--- src/rtl/vp_instr_sequencer.sv ---
// In-order instruction sequencer: FIFO-buffered host instructions, one issue per
// cycle, with MUL_GAP bubbles after each MUL. Define VP_SEQ_STATS_EN for issue/bubble counters.
module vp_instr_sequencer #(
   parameter int DEPTH   = 8,
   parameter int MUL_GAP = 2
) (
   input  logic                       clk,
   input  logic                       reset,
   input  logic [12:0]                in_instr,
   input  logic                       in_valid,
   output logic                       in_ready,
   input  logic                       hold,
   input  logic                       flush,
   output logic [12:0]                out_instr,
   output logic                       out_valid,
   output logic [$clog2(DEPTH+1)-1:0] count,
   output logic                       busy
`ifdef VP_SEQ_STATS_EN
   ,
   output logic [15:0]                issued_cnt,
   output logic [15:0]                bubble_cnt
`endif
);
   localparam int CW = $clog2(DEPTH+1);
   localparam int PW = $clog2(DEPTH);

   typedef enum logic [1:0] {IDLE, ISSUE, GAP} state_t;

   state_t          state, state_nxt;
   logic [3:0]      gap_cnt, gap_nxt;
   logic [CW-1:0]   cnt_nxt;
   logic [PW-1:0]   wptr, rptr;
   logic [12:0]     mem [DEPTH];
   logic            push, pop;

   assign in_ready = (count < CW'(DEPTH));
   assign push     = in_valid && in_ready && !flush;
   assign busy     = (count != '0) || out_valid || (gap_cnt != 4'd0);

   // gap and occupancy for the next cycle; flush overrides push and issue
   always_comb begin
      gap_nxt = gap_cnt;
      cnt_nxt = count;
      if (flush) begin
         gap_nxt = 4'd0;
         cnt_nxt = '0;
      end else begin
         if (gap_cnt != 4'd0)
            gap_nxt = gap_cnt - 4'd1;
         if (pop && (mem[rptr][12:11] == 2'b11))
            gap_nxt = 4'(MUL_GAP);
         case ({push, pop})
            2'b10:   cnt_nxt = count + CW'(1);
            2'b01:   cnt_nxt = count - CW'(1);
            default: cnt_nxt = count;
         endcase
      end
   end

   always_ff @(posedge clk or negedge reset)
      if (!reset) state <= IDLE;
      else        state <= state_nxt;

   always_comb begin
      state_nxt = IDLE;
      if (gap_nxt != 4'd0)     state_nxt = GAP;
      else if (cnt_nxt != '0)  state_nxt = ISSUE;
   end

   always_comb pop = (state == ISSUE) && !hold && !flush;

   always_ff @(posedge clk or negedge reset) begin
      if (!reset) begin
         count     <= '0;
         gap_cnt   <= 4'd0;
         wptr      <= '0;
         rptr      <= '0;
         out_instr <= 13'h0000;
         out_valid <= 1'b0;
      end else begin
         count     <= cnt_nxt;
         gap_cnt   <= gap_nxt;
         out_valid <= pop;
         if (pop)
            out_instr <= mem[rptr];
         if (flush) begin
            wptr <= '0;
            rptr <= '0;
         end else begin
            if (push) wptr <= wptr + PW'(1);
            if (pop)  rptr <= rptr + PW'(1);
         end
      end
   end

   // storage needs no reset: occupancy alone decides what is valid
   always_ff @(posedge clk)
      if (push) mem[wptr] <= in_instr;

`ifdef VP_SEQ_STATS_EN
   always_ff @(posedge clk or negedge reset) begin
      if (!reset) begin
         issued_cnt <= 16'h0000;
         bubble_cnt <= 16'h0000;
      end else begin
         if (pop)          issued_cnt <= issued_cnt + 16'd1;
         if (state == GAP) bubble_cnt <= bubble_cnt + 16'd1;
      end
   end
`endif

endmodule

--- config.mk ---
export PLATFORM = sky130hd
export DESIGN_NAME = vp_instr_sequencer
export DESIGN_NICKNAME = d
export VERILOG_FILES = /design/src/rtl/vp_instr_sequencer.sv
export SDC_FILE = /design/constraint.sdc
export NUM_CORES = 1
export LEC_CHECK = 0
export CAP_MARGIN = 20
export CORE_ASPECT_RATIO = 1.2
export CORE_MARGIN = 10
export CORE_UTILIZATION = 55
export CTS_CLUSTER_DIAMETER = 150
export DETAILED_ROUTE_END_ITERATION = 12
export GPL_ROUTABILITY_DRIVEN = 1
export PLACE_DENSITY_LB_ADDON = 0.15
export SYNTH_ARGS = -nofsm -noshare
export SYNTH_HDL_FRONTEND = slang
export SYNTH_SLANG_ARGS = --single-unit
export TNS_END_PERCENT = 100
--- constraint.sdc ---
create_clock -name clk -period 5.1 [get_ports clk]
set_input_delay 0.765 -clock clk [delete_from_list [all_inputs] [get_ports clk]]
set_output_delay 0.765 -clock clk [all_outputs]
set_load 0.02 [all_outputs]
==> impl_metrics.py <==
metrics = {
    "grt": {
        "grt_pass1_wl_um": 16700,
        "grt_usage": 0.153,
        "grt_pass1_vias": 3062,
        "antenna_found_initial": 0,
        "grt-ovfl-total": 0,
        "grt_max_degree": 31,
    },
    "status": {
        "status": "completed",
    },
    "critical_path": {
        "critPathRequiredTime_ns": 5.38,
        "reg2reg_slack_ns": 2.42,
        "worstSetupEndpoint": "state[0]$_DFF_PN0_",
        "r2r_start": "state[1]$_DFF_PN0_",
        "start_kind": "input pin",
        "cp_data_arrival_time_ns": 3.56,
        "critical_path.max_fanout": 17,
        "r2r_cells": 8,
        "startpoint": "flush",
        "r2r-end": "state[0]$_DFF_PN0_",
        "end_kind": "flop",
        "critical_path_class": "input pin to flop",
    },
    "logic_synthesis": {
        "async_reset_ff_frac": 0.224,
        "yosysSeqAreaShare": 0.712,
        "avgSynthCellArea_um2": 16.9,
        "yosysUniqueCellTypes": 35,
        "syn-num-nets": 346,
        "synth_edf_count": 104,
        "yosys_most_used_dff": "edfxtp_1",
        "yosysWarnings": 0,
        "synth_cells": 323,
        "netlist_area_um2": 5440,
        "synth-seq-cells": 134,
    },
    "final_layout": {
        "antennaDiodeCount": 0,
        "nNetsFinal": 394,
        "multi_input_area_um2": 1500,
        "layout_commonest_cell": "edfxtp_1",
        "area_growth_pct": 21.2,
        "final_cell_mix": "edfxtp_1 (104), clkdlybuf4s50_1 (37), dfrtp_1 (29), mux4_2 (26), nand2_1 (24)",
        "regArea_um2": 3870,
        "finalNonFillerCells": 507,
        "fillers": 627,
        "drive_gt1_frac": 0.193,
    },
    "placed_design": {
        "dp.cells": 475,
        "port-buffer-count": 37,
        "gp_congestion": 0.762,
        "hpwl_um": 6330,
        "dp_slack_ns": 1.40,
    },
    "drt": {
        "wl_met1_um": 4420,
        "drt_iter0_drc": 184,
        "met3RoutedLength_um": 499,
        "met2_length_um": 5410,
        "dr.pass1.iters": 4,
        "avgViaCountPerCell": 5.70,
        "routedWlPerCell_um": 20.5,
        "drc_errors": 0,
        "finalWirelength_um": 10400,
        "highest_layer": "met4",
        "ant_nets": 0,
        "num_vias": 2889,
    },
    "power_and_ir_drop": {
        "p_switching_w": 0.000660,
        "swShare": 0.230,
        "p_seq_frac": 0.449,
        "ir_drop_mv": 0.332,
        "power_density_nw_per_um2": 435,
        "p_int_w": 0.00221,
        "p_leak_nw": 2.29,
        "pwr-share-comb": 0.117,
        "clkPwrFrac": 0.434,
    },
    "sta": {
        "tightestPinTransition_ns": 0.964,
        "maxSlewHeadroom": 0.357,
        "max_clock_freq_mhz": 304,
        "fin_ws_ns": 1.81,
        "tns_ns": 0,
        "drv_slew": 0,
        "fin_crit_sh": 0.644,
        "finalSetupViolations": 0,
        "clock-skew-final_ns": 0.00723,
        "hold_viol_final": 0,
        "whs_ns": 0.478,
        "fin_crit_ns": 3.29,
        "rsz0062_at_grt": "false",
    },
    "floorplanning": {
        "ios": 38,
        "core_um2": 9610,
        "start_util": 0.566,
        "die_area_um2": 14300,
        "fp.dieH_um": 129,
        "die_x_um": 111,
        "placementRows": 39,
    },
    "clock_network": {
        "insertion_delay_ns": 0.41,
        "htreeDepth": 4,
        "cts.clk_slew.worst_paths_ns": 0.06,
        "clock_sinks": 134,
        "cts_root_buf": "clkbuf_16",
        "cts_tree": "yes",
        "cts_setup_buffers": 0,
        "hold_buffers": 0,
        "cts_buffers": 17,
        "cts_resized": 0,
        "clock_path_buffers": 2,
    },
    "hold_path": {
        "min_path_type": "flop to flop",
    },
    "run": {
        "maxCapViolations": 0,
    },
}
layer usage:
metal  GRT usage  up-vias
li1            -     1334
met3      0.0567        6
met1       0.180     1477
met5           0        -
met4      0.0529        0
met2       0.256       72
worst max-delay path: stages:
cell and delay, ns:
clkdlybuf4s50_1 0.40, buf_4 0.19, or4b_1 0.86, nor2_4 0.26
xor2_1 0.09, ha_1 0.18, a21oi_1 0.22, xnor3_1 0.25
o21ai_0 0.22, a31oi_1 0.11
cell type report:
cell class	count	area share
Timing Repair Buffer	46	0.0664
Inverter	7	0.00398
Sequential cell	134	0.587
Clock inverter	15	0.0281
Tap cell	123	0.0233
Multi-Input combinational cell	165	0.227
Clock buffer	17	0.0645
cell usage after synthesis (2+ instances only):
cell type,count,area [µm²]
nand2_1,24,90.1
o21ai_0,16,80.1
nor3_1,7,35.0
dfrtp_1,30,751
nand3b_1,2,15.0
xor2_1,4,35.0
a21oi_1,9,45.0
clkbuf_1,12,45.0
or4b_1,2,20.0
xnor2_1,5,43.8
nor3b_1,3,22.5
or3_1,2,12.5
edfxtp_1,104,3120
inv_1,6,22.5
nand3_1,4,20.0
buf_2,4,20.0
mux2i_1,16,160
nand2b_1,5,31.3
mux4_2,26,586
ha_1,5,62.6
nor2_1,23,86.3
state kept, by name (all words and copies together) (netlist names):
signal and flops:
count 4, wptr 3, mem 104, state 2, gap_cnt 4, out_valid 1, out_instr 13, rptr 3
logic make-up (layout without fill, tap and decap cells):
family | count (synthesis) | after routing | share of synthesized area
compound gates | 31 | 31 | 0.0361
flops | 134 | 134 | 0.712
fa+ha+maj | 5 | 5 | 0.0115
xor+xnor | 10 | 10 | 0.0186
mux | 42 | 42 | 0.137
buf+inv | 24 | 85 | 0.0175
simple gates | 77 | 77 | 0.0678
metrics by stage:
step	power, W	instance area (µm²)	utilization
final	0.00287	6600	0.687
after global routing	0.00299	6600	0.687
after CTS	0.00290	6600	0.687
after detailed placement	0.00165	5990	0.623
after global placement	0.00164	5990	0.623
after floorplan	0.00150	5440	-
power groups by stage:
stage | clock network [W] | logic [W] | registers, W
CTS | 0.00127 | 0.000342 | 0.00129
floorplan | 0 | 0.000184 | 0.00132
global placement | 0 | 0.000333 | 0.00131
global route | 0.00132 | 0.000374 | 0.00130
finish | 0.00125 | 0.000336 | 0.00129
detailed placement | 0 | 0.000340 | 0.00131
worst min path at each step:
stage / startpoint / endpoint / slack, ns / depth (start not counted)
6_report: out_instr[7]$_DFFE_PN0P_ / out_instr[7]$_DFFE_PN0P_ / 0.48 / 2
3_3_place_gp: out_instr[12]$_DFFE_PN0P_ / out_instr[12]$_DFFE_PN0P_ / 0.47 / 2
4_1_cts: out_instr[7]$_DFFE_PN0P_ / out_instr[7]$_DFFE_PN0P_ / 0.49 / 2
2_1_floorplan: reset / count[0]$_DFF_PN0_ / 0.47 / 0
3_5_place_dp: out_instr[7]$_DFFE_PN0P_ / out_instr[7]$_DFFE_PN0P_ / 0.48 / 2
5_1_grt: out_instr[11]$_DFFE_PN0P_ / out_instr[11]$_DFFE_PN0P_ / 0.51 / 2
Power figures use the tool's default switching activity.
